$ cat config.mk
export PLATFORM = sky130hd
export DESIGN_NAME = serial_bank_ctrl
export DESIGN_NICKNAME = d
export VERILOG_FILES = /design/src/rtl/mapper_pkg.sv /design/src/rtl/serial_bank_ctrl_if.sv /design/src/rtl/serial_bank_ctrl_loader.sv /design/src/rtl/serial_bank_ctrl.sv
export SDC_FILE = /design/constraint.sdc
export NUM_CORES = 1
export LEC_CHECK = 0
export ABC_AREA = 1
export BUFFER_PORTS_ARGS = -buffer_cell sky130_fd_sc_hd__buf_4
export CAP_MARGIN = 20
export CORE_ASPECT_RATIO = 0.8
export CORE_MARGIN = 1
export CORE_UTILIZATION = 50
export DETAILED_ROUTE_END_ITERATION = 8
export PLACE_DENSITY_LB_ADDON = 0.12
export SETUP_SLACK_MARGIN = 0.15
export SYNTH_ARGS = -nofsm -noshare
export SYNTH_HDL_FRONTEND = slang
export SYNTH_SLANG_ARGS = --single-unit
$ cat constraint.sdc
create_clock -name m2 -period 1.5 [get_ports m2]
set_clock_uncertainty 0.15 [all_clocks]
set_input_delay 0.15 -clock m2 [delete_from_list [all_inputs] [get_ports m2]]
set_output_delay 0.15 -clock m2 [all_outputs]
set_load 0.05 [all_outputs]
$ cat src/rtl/mapper_pkg.sv
// Shared constants for the serial-loaded bank controller: register indices, mode encodings, reset values.
package mapper_pkg;

   localparam logic [1:0] REG_CTRL = 2'd0;
   localparam logic [1:0] REG_CHR0 = 2'd1;
   localparam logic [1:0] REG_CHR1 = 2'd2;
   localparam logic [1:0] REG_PRG  = 2'd3;

   localparam logic [1:0] PRG_MODE_32K_A  = 2'd0;
   localparam logic [1:0] PRG_MODE_32K_B  = 2'd1;
   localparam logic [1:0] PRG_MODE_FIX_LO = 2'd2;
   localparam logic [1:0] PRG_MODE_FIX_HI = 2'd3;

   localparam logic [1:0] MIR_ONE_LO = 2'd0;
   localparam logic [1:0] MIR_ONE_HI = 2'd1;
   localparam logic [1:0] MIR_VERT   = 2'd2;
   localparam logic [1:0] MIR_HORZ   = 2'd3;

   localparam logic [4:0] SHIFT_EMPTY = 5'b10000;
   localparam logic [4:0] CTRL_RESET  = 5'b01100;

endpackage

$ cat src/rtl/serial_bank_ctrl_if.sv
// CPU/PPU bus bundle seen by the bank controller; the board (master) drives it, the mapper (slave) samples it.
interface serial_bank_ctrl_if;

   logic        cpu_rw;
   logic [7:0]  cpu_data;
   logic [15:0] cpu_addr;
   logic [3:0]  ppu_addr;

   modport master (output cpu_rw, output cpu_data, output cpu_addr, output ppu_addr);
   modport slave  (input  cpu_rw, input  cpu_data, input  cpu_addr, input  ppu_addr);

endinterface

$ cat src/rtl/serial_bank_ctrl_loader.sv
// Serial write front end: qualifies ROM-space writes, drops RMW second writes, shifts bits LSB first,
// and emits a one-cycle commit (value + register index) on the fifth accepted bit.
module serial_loader
   import mapper_pkg::*;
(
   input  logic                     m2,
   input  logic                     reset,
   serial_bank_ctrl_if.slave        bus,
   output logic                     commit_o,
   output logic [4:0]               commit_val_o,
   output logic [1:0]               commit_idx_o,
   output logic                     clear_o
);

   logic [4:0] shift_q, shift_d;
   logic       prev_wr_q, prev_wr_d;
   logic       qual;
   logic       accept;
   logic [4:0] shifted;
   logic       unused_bus;

   assign unused_bus = ^{bus.cpu_data[6:1], bus.cpu_addr[12:0], bus.ppu_addr};

   always_comb begin
      qual         = bus.cpu_addr[15] & ~bus.cpu_rw;
      accept       = qual & ~prev_wr_q;
      prev_wr_d    = qual;
      shifted      = {bus.cpu_data[0], shift_q[4:1]};
      shift_d      = shift_q;
      commit_o     = 1'b0;
      clear_o      = 1'b0;
      commit_val_o = shifted;
      commit_idx_o = bus.cpu_addr[14:13];
      if (accept) begin
         if (bus.cpu_data[7]) begin
            shift_d = SHIFT_EMPTY;
            clear_o = 1'b1;
         end else if (shift_q[0]) begin
            // Sentinel bit has reached position 0: this write carries the fifth bit.
            shift_d  = SHIFT_EMPTY;
            commit_o = 1'b1;
         end else begin
            shift_d = shifted;
         end
      end
   end

   always_ff @(posedge m2) begin
      if (reset) begin
         shift_q   <= SHIFT_EMPTY;
         prev_wr_q <= 1'b0;
      end else begin
         shift_q   <= shift_d;
         prev_wr_q <= prev_wr_d;
      end
   end

endmodule

$ cat src/rtl/serial_bank_ctrl.sv
// Serial-loaded bank controller: holds ctrl/chr0/chr1/prg and decodes PRG, CHR, mirroring and WRAM strobes.
// Define WRAM_PROTECT_EN to let prg[4] disable WRAM; otherwise prg[4] is stored but has no effect.
module serial_bank_ctrl
   import mapper_pkg::*;
#(
   parameter logic [3:0] PRG_FIXED_BANK = 4'hF
) (
   input  logic        m2,
   input  logic        reset,
   input  logic        cpu_rw,
   input  logic [7:0]  cpu_data,
   input  logic [15:0] cpu_addr,
   input  logic [3:0]  ppu_addr,
   output logic [3:0]  prg_addr,
   output logic        prg_oe,
   output logic [4:0]  chr_addr,
   output logic        ciram_a10,
   output logic        ram_ce,
   output logic        ram_oe,
   output logic        ram_we
);

   serial_bank_ctrl_if cpu_bus ();

   assign cpu_bus.cpu_rw   = cpu_rw;
   assign cpu_bus.cpu_data = cpu_data;
   assign cpu_bus.cpu_addr = cpu_addr;
   assign cpu_bus.ppu_addr = ppu_addr;

   logic       commit;
   logic [4:0] commit_val;
   logic [1:0] commit_idx;
   logic       clear;

   serial_loader u_loader (
      .m2           (m2),
      .reset        (reset),
      .bus          (cpu_bus),
      .commit_o     (commit),
      .commit_val_o (commit_val),
      .commit_idx_o (commit_idx),
      .clear_o      (clear)
   );

   logic [4:0] ctrl_q, ctrl_d;
   logic [4:0] chr0_q, chr0_d;
   logic [4:0] chr1_q, chr1_d;
   logic [4:0] prg_q,  prg_d;

   always_comb begin
      ctrl_d = ctrl_q;
      chr0_d = chr0_q;
      chr1_d = chr1_q;
      prg_d  = prg_q;
      if (clear) begin
         ctrl_d = ctrl_q | CTRL_RESET;
      end else if (commit) begin
         case (commit_idx)
            REG_CTRL: ctrl_d = commit_val;
            REG_CHR0: chr0_d = commit_val;
            REG_CHR1: chr1_d = commit_val;
            default:  prg_d  = commit_val;
         endcase
      end
   end

   always_ff @(posedge m2) begin
      if (reset) begin
         ctrl_q <= CTRL_RESET;
         chr0_q <= 5'h00;
         chr1_q <= 5'h00;
         prg_q  <= 5'h00;
      end else begin
         ctrl_q <= ctrl_d;
         chr0_q <= chr0_d;
         chr1_q <= chr1_d;
         prg_q  <= prg_d;
      end
   end

   logic wram_window;
   logic wram_off;

`ifdef WRAM_PROTECT_EN
   assign wram_off = prg_q[4];
`else
   logic unused_prg_bit;
   assign unused_prg_bit = prg_q[4];
   assign wram_off       = 1'b0;
`endif

   always_comb begin
      case (ctrl_q[3:2])
         PRG_MODE_32K_A, PRG_MODE_32K_B: prg_addr = {prg_q[3:1], cpu_addr[14]};
         PRG_MODE_FIX_LO:                prg_addr = cpu_addr[14] ? prg_q[3:0] : 4'h0;
         default:                        prg_addr = cpu_addr[14] ? PRG_FIXED_BANK : prg_q[3:0];
      endcase

      // ppu_addr[2] is PPU A12, selecting the upper or lower 4K pattern half.
      if (!ctrl_q[4]) begin
         chr_addr = {chr0_q[4:1], ppu_addr[2]};
      end else begin
         chr_addr = ppu_addr[2] ? chr1_q : chr0_q;
      end

      case (ctrl_q[1:0])
         MIR_ONE_LO: ciram_a10 = 1'b0;
         MIR_ONE_HI: ciram_a10 = 1'b1;
         MIR_VERT:   ciram_a10 = ppu_addr[0];
         default:    ciram_a10 = ppu_addr[1];
      endcase

      prg_oe      = ~(cpu_addr[15] & cpu_rw);
      wram_window = (cpu_addr[15:13] == 3'b011);
      ram_ce      = ~wram_window | wram_off;
      ram_oe      = ~cpu_rw;
      ram_we      = ~(wram_window & ~cpu_rw & m2) | wram_off;
   end

endmodule

# Yosys cells after proc, flatten, opt, wreduce, memory -nomap -nowiden
# Cells that the tools add are included.
# totals
wordCells	50
ff_bits	25
output_inout_bits	14
in_bits	31
# classes
bitwise	12
mux	13
n_reduce_logical	11
n_eq_ne	7
# op_table
op	n
5-bit two-way mux	4
3-bit AND reduction	4
4-bit two-way mux	2
4-bit case mux with 2 select lines	1
1-bit NOT	7
2-bit by 1-bit equality test with 1-bit output (second input constant)	3
2-bit equality test (second input constant)	3
2-bit logical NOT	3
1-bit AND	5
1-bit two-way mux	5
2-bit OR reduction	2
3-bit by 2-bit equality test with 1-bit output (second input constant)	1
1-bit case mux with 3 select lines	1
3-bit OR reduction	1
2-bit AND reduction	1

# Logic depth before layout (Yosys ltp)
# Gate-level depths: netlist of run 1.
# logic_depth
depth_word	6
ltp_mapped	8
mapped_depth_nobuf	7

# Cells and area by module
# From an unflattened synthesis of run 1, not the netlist that was laid out.
# unflattened
hier_cells	217
area_unflattened_um2	1362.6
# by_module_without_submodules
mod	area_per_inst_um2	cells_per_inst	seq_area_each_um2	instances
serial_bank_ctrl	980.9	162	380.4	1
serial_loader	381.6	55	120.1	1

==> impl_metrics.csv, run 1 <==
group,metric,value,unit
outcome,status,"finished, violations left",
outcome,violations,"negative setup slack",
worst_setup_path,rrSetupSlack,0.22,ns
layout,nets,287,
placement,dp_cells,268,
detailed_routing,wl_per_cell,12.3,um
layout,final_cell_area,2000,um^2
timing,finalHoldViolations,0,
grt,grt_max_degree,30,
placement,numPortBuffers,24,
worst_setup_path,critPathMaxStageDelay,0.41,ns
detailed_routing,drc,0,
timing,rsz0062_at_grt,"yes",
placement,placed_cell_area,1630,um^2
detailed_routing,dr.pass1.iters,5,
timing,max_clock_freq,612,MHz
power_and_ir_drop,p_per_area,711,nW/um^2
synth,synth.distinct_cells,25,
timing,slew_headroom,78.4,%
synth,synthCells,213,
grt,grt_first_pass_wirelength,5.33,mm
power_and_ir_drop,switching_power,0.424,mW
synth,yosysTopAreaCellShare,35.2,%
timing,whs,0.0261,ns
worst_setup_path,cp-end-kind,"output pin",
detailed_routing,final_antenna_net_count,0,
synth,synth-async-reset-ratio,0,%
detailed_routing,vias_per_cell,5.08,
worst_setup_path,rr_worst_depth,6,
synth,ys_ff_latch,25,
synth,syn-cell-area,1420,um^2
layout,diodes,0,
worst_setup_path,crit_chain,"buf_12 > nand2_8 > o21ai_2 > buf_6",
grt,gr-total-overflow,0,
timing,worst_slack,-0.133,ns
placement,gp_congestion,0.868,
grt,antenna_found_initial,0,
layout,drive_gt1_share,32.2,%
die,die_width,61.6,um
worst_setup_path,cpMaxStageDelayCell,"dfxtp_4",
min_path,hold_end,"chr0_q[4]",
synth,synth_area_per_cell,6.67,um^2
grt,grt_pass1_vias,1288,
synth,seq_area_frac_synth,35.2,%
clock_network,clk_latency,0.43,ns
die,dieArea,3060,um^2
layout,instances_no_fill,291,
power_and_ir_drop,p_clk_share,35.5,%
detailed_routing,via_count,1479,
power_and_ir_drop,combinationalPowerShare,17.0,%
worst_setup_path,rr_startpoint,"u_loader.shift_q[0]",
synth,synth_commonest_cells,"54 x nand2_1, 45 x inv_1, 25 x dfxtp_1, 21 x nor2_1, 19 x nand4_1",
detailed_routing,drt-initial-drc-count,78,
die,fp.dieH,49.7,um
worst_setup_path,cp_top_family,"flip-flops",
synth,synth.net_count,244,
synth,synth_edf_count,0,
power_and_ir_drop,p_seq_share,47.5,%
die,start_util,55.4,%
layout,fill_cells,189,
detailed_routing,wl,3.57,mm
clock_network,path_clk_slew,0.14,ns
run,drv_cap,0,
power_and_ir_drop,intPower,0.996,mW
layout,fin_util,78.0,%
clock_network,cts_tree,"done",
timing,period_share,109,%
worst_setup_path,required,1.20,ns
timing,fin_tns_setup,-0.974,ns
timing,post-route-min-period,1.63,ns
layout,syn2layout_area_growth,40.7,%
synth,yosysWarnings,0,
die,row_count,16,
worst_setup_path,cp.arrival,1.33,ns
worst_setup_path,path_class,"register to output pin",
worst_setup_path,r2r_end,"ctrl_q[1]",
worst_setup_path,crit_fanout,4,
power_and_ir_drop,vdd_ir_drop_max,661,uV
worst_setup_path,crit_path_start_kind,"register",
power_and_ir_drop,leakage,0.926,nW
timing,finalSetupViolCount,11,
placement,hpwl,2.10,mm
timing,report.final.slew_viol_count,0,
min_path,min_path_cells,6,
synth,yosys_most_used_dff,"dfxtp_1",
min_path,hp-start,"cpu_addr[13]",
min_path,hold_path.class,"primary input to register",
timing,worst_slew_pin_slew,0.324,ns
synth,yosys.area.top_type,"dfxtp_1",
power_and_ir_drop,swShare,29.8,%
grt,grt_usage,23.9,%
worst_setup_path,path_buf_inv,2,
die,io_pins,45,
die,core,2560,um^2
synth,yosysMostFrequentCell,"nand2_1",
synth,yosys-top-cells-area,"dfxtp_1 35%, nand2_1 14%, inv_1 12%",
==> placed cells by master (no fill, tap or decap), types with 2 or more instances in the layout <==
master,synthesis,final
a21oi_1,5,4
buf_12,0,2
buf_4,1,19
buf_6,2,10
buf_8,1,2
clkbuf_4,0,5
dfxtp_1,25,20
dfxtp_2,0,4
dlygate4sd3_1,0,4
dlymetal6s4s_1,0,2
inv_1,45,44
inv_2,6,7
nand2_1,54,48
nand2_2,1,6
nand3_1,6,5
nand3_4,3,4
nand4_1,19,19
nor2_1,21,20
nor2_4,3,6
o21ai_1,6,4
o21ai_2,0,6
==> through the flow <==
step	setup WS [ns]	power [mW]
2_1_floorplan	-0.0229	0.829
3_3_place_gp	0.221	0.890
3_5_place_dp	0.221	0.895
4_1_cts	-0.162	1.37
5_1_grt	-0.210	1.48
6_report	-0.133	1.42
==> worst max-delay path by stage <==
stage                     startpoint     endpoint  slack [ns]  cells after the start
after global routing       ctrl_q[3]  prg_addr[2]       -0.21                      5
after detailed placement          m2       ram_we        0.22                      2
after CTS                  ctrl_q[3]  prg_addr[1]       -0.16                      5
after global placement            m2       ram_we        0.22                      2
after floorplan            ctrl_q[3]  prg_addr[1]       -0.02                      4
final                      ctrl_q[4]  chr_addr[4]       -0.13                      4
==> flip-flops by register name, summed over array words and instances, names as in the netlist <==
name / count
chr0_q: 5
chr1_q: 5
ctrl_q: 5
prg_q: 4
u_loader.prev_wr_q: 1
u_loader.shift_q: 5
==> worst min-delay path: cells and delay by family <==
kind	cells	cell delay, ns
buffers and inverters	2	0.18
AND/OR/NAND/NOR	4	0.25
==> layout make-up <==
type | count | area (um^2) | area share, %
tap | 36 | 45.0 | 2.25
clock inverter | 1 | 5.00 | 0.250
timing repair buffer | 38 | 385 | 19.3
multi-input combinational | 133 | 795 | 39.8
sequential | 25 | 509 | 25.5
clock buffer | 7 | 67.6 | 3.38
inverter | 51 | 191 | 9.58
==> per-layer routing <==
| layer | track usage (%) | part of all wire (%) | vias to the layer above | wire [um] |
|---|---|---|---|---|
| li1 | - | - | 742 | - |
| met1 | 31.8 | 44 | 666 | 1580 |
| met2 | 36.7 | 46 | 64 | 1660 |
| met3 | 6.82 | 8.0 | 7 | 287 |
| met4 | 7.78 | 1.3 | 0 | 46 |
| met5 | 0 | 0 | - | 0 |
==> kinds of logic (layout without fill, tap and decap cells) <==
family                 Yosys count  in the layout  share of synthesized area, %
AOI/OAI and AO/OA               19             19                          7.22
buffers and inverters           58             97                          17.6
DFF                             25             25                          35.2
and+or+nand+nor                111            114                          39.9
==> what timing repair did <==
| item | in CTS | in global routing |
|---|---|---|
| cloned | 1 | 3 |
| setup buffers | 1 | 5 |
| hold buffers | 6 | 0 |
| pin swaps | 3 | 3 |
| setup endpoints to repair | 11 | 32 |
| resized for setup | 28 | 16 |
| endpoints found under the hold margin | 13 | 0 |
==> power by group through the flow <==
stage	clock network, mW	registers [mW]	logic, mW
finish	0.505	0.674	0.241
CTS	0.486	0.674	0.215
global placement	0.0126	0.690	0.187
floorplan	0.00945	0.689	0.131
detailed placement	0.0126	0.690	0.192
global route	0.553	0.676	0.255
Note: power is estimated with default switching activity, not from simulation.
==> inputs of run 2 (changes only) <==
--- a/constraint.sdc
+++ b/constraint.sdc
@@ -4,2 +4,2 @@
 set_output_delay 0.15 -clock m2 [all_outputs]
-set_load 0.05 [all_outputs]
+set_load 0.005 [all_outputs]
==> run 2 against run 1 <==
Compared with the run above: the flow still finishes with violations (negative setup slack); clock power increased by 0.8%; non-clock buffer count decreased by 6; critical path depth increased by 1; first-iteration DRC count increased by 6.4%; sequential power about the same; register-to-register slack improved by 0.02 ns; cell count decreased by 2.1%; combinational power decreased by 26%; global-route usage increased by 0.66 points; fmax increased by 3.9%; cell area decreased by 7.0%; critical path type unchanged.
==> impl_metrics.csv, run 2 (same netlist as run 1, synthesis figures left out) <==
group,metric,value,unit
die,dieArea,3060,um^2
clock_network,path_clk_slew,0.13,ns
layout,nets,281,
placement,hpwl,2.11,mm
worst_setup_path,cp-end-kind,"output pin",
layout,drive_gt1_share,29.3,%
detailed_routing,vias_per_cell,5.01,
grt,grt_first_pass_wirelength,5.50,mm
timing,period_share,105,%
power_and_ir_drop,vdd_ir_drop_max,653,uV
worst_setup_path,rr_worst_depth,6,
detailed_routing,drt-initial-drc-count,83,
grt,antenna_found_initial,0,
worst_setup_path,startpoint,"ctrl_q[3]",
timing,report.final.slew_viol_count,0,
detailed_routing,via_count,1427,
layout,regArea,508,um^2
die,row_count,16,
detailed_routing,final_antenna_net_count,0,
layout,diodes,0,
timing,worst_slack,-0.0712,ns
run,drv_cap,0,
placement,gp_congestion,0.867,
power_and_ir_drop,leakage,0.868,nW
die,fp.dieH,49.7,um
layout,final_cell_mix,"47 x nand2_1, 44 x inv_1, 24 x buf_4",
worst_setup_path,crit_path_start_kind,"register",
timing,finalSetupViolCount,6,
worst_setup_path,rr_startpoint,"u_loader.shift_q[0]",
timing,worst_slew_pin_slew,0.326,ns
layout,multi_input_comb_area,773,um^2
die,io_pins,45,
timing,finalHoldViolations,0,
layout,layout_commonest_cell,"nand2_1",
worst_setup_path,path_class,"register to output pin",
worst_setup_path,required,1.20,ns
layout,fill_cells,224,
power_and_ir_drop,p_per_area,732,nW/um^2
worst_setup_path,crit_fanout,3,
timing,post-route-min-period,1.57,ns
min_path,min_path_cells,6,
timing,max_clock_freq,636,MHz
detailed_routing,drc,0,
timing,rsz0062_at_grt,"yes",
detailed_routing,wl,3.46,mm
die,die_width,61.6,um
detailed_routing,dr.pass1.iters,4,
power_and_ir_drop,finalPower,1.36,mW
clock_network,clk_latency,0.44,ns
worst_setup_path,cp.arrival,1.27,ns
timing,slew_headroom,78.2,%
min_path,hold_path.class,"primary input to register",
detailed_routing,wl_per_cell,12.1,um
die,start_util,55.4,%
grt,grt_max_degree,30,
placement,dp_slack,0.212,ns
timing,fin_tns_setup,-0.333,ns
clock_network,cts_tree,"done",
grt,gr-total-overflow,0,
min_path,hp-start,"cpu_addr[13]",
outcome,status,"finished, violations left",
grt,grt_usage,24.5,%
die,core,2560,um^2
layout,syn2layout_area_growth,30.9,%
grt,grt_pass1_vias,1273,
outcome,violations,"negative setup slack",
placement,numPortBuffers,24,
==> run 2: changes by cell type in the layout (fill, tap and decap cells not counted), sizes merged <==
cell          delta
buf              -5
dlymetal6s4s     -1
dlygate4sd3      +1
clkinv           -1
==> run 2: metrics by stage <==
stage / cell area, um^2 / hold WS (ns) / utilization, % / instances
finish: 1860 / 0.0121 / 72.6 / 285
global route: 1860 / 0.0440 / 72.6 / 285
CTS: 1780 / -0.130 / 69.4 / 282
floorplan: 1420 / 0.0691 / - / 213
global placement: 1610 / 0.184 / 63.0 / 268
detailed placement: 1610 / 0.184 / 63.0 / 268
==> run 2: per-layer routing <==
metal	wire, um	vias to the layer above	GRT usage [%]	part of all wire [%]
met4	131	0	11.5	3.8
li1	-	730	-	-
met5	0	-	0	0
met3	205	15	6.30	5.9
met2	1670	49	37.6	48
met1	1460	633	31.6	42
==> run 2: power by group <==
group / leakage, nW / internal [mW] / switching [mW]
sequential: 0.202 / 0.669 / 0.00502
clock: 0.0386 / 0.241 / 0.268
combinational: 0.627 / 0.0741 / 0.105
==> run 2: layout make-up <==
class	count	area share, %
well taps	36	2.42
repair buffers	32	14.7
inverters	51	10.3
multi-input cells	133	41.6
flip-flops and latches	25	27.3
clock buffers	8	3.63
==> run 2: critical path, stage by stage, from the launching register on <==
cell     delay (ns)
dfxtp_2        0.36
nand2_2        0.07
nand2_2        0.07
nor2_4         0.13
o21ai_2        0.06
buf_4          0.13
==> run 2: what timing repair did <==
item | 4_1_cts | 5_1_grt
endpoints found under the setup margin | 11 | 30
gates resized for setup | 21 | 15
cloned | 1 | 2
endpoints found under the hold margin | 16 | 1
setup buffers | 1 | 0
hold buffers | 5 | 1
pin swaps | 6 | 4
==> run 2: final timing paths <==
path | endpoint | slack [ns]
setup / recovery | prg_addr[3] | -0.07
hold / removal | chr0_q[4] | 0.01
setup reg to reg | chr0_q[2] | 0.24
hold reg to reg | u_loader.shift_q[2] | 0.32
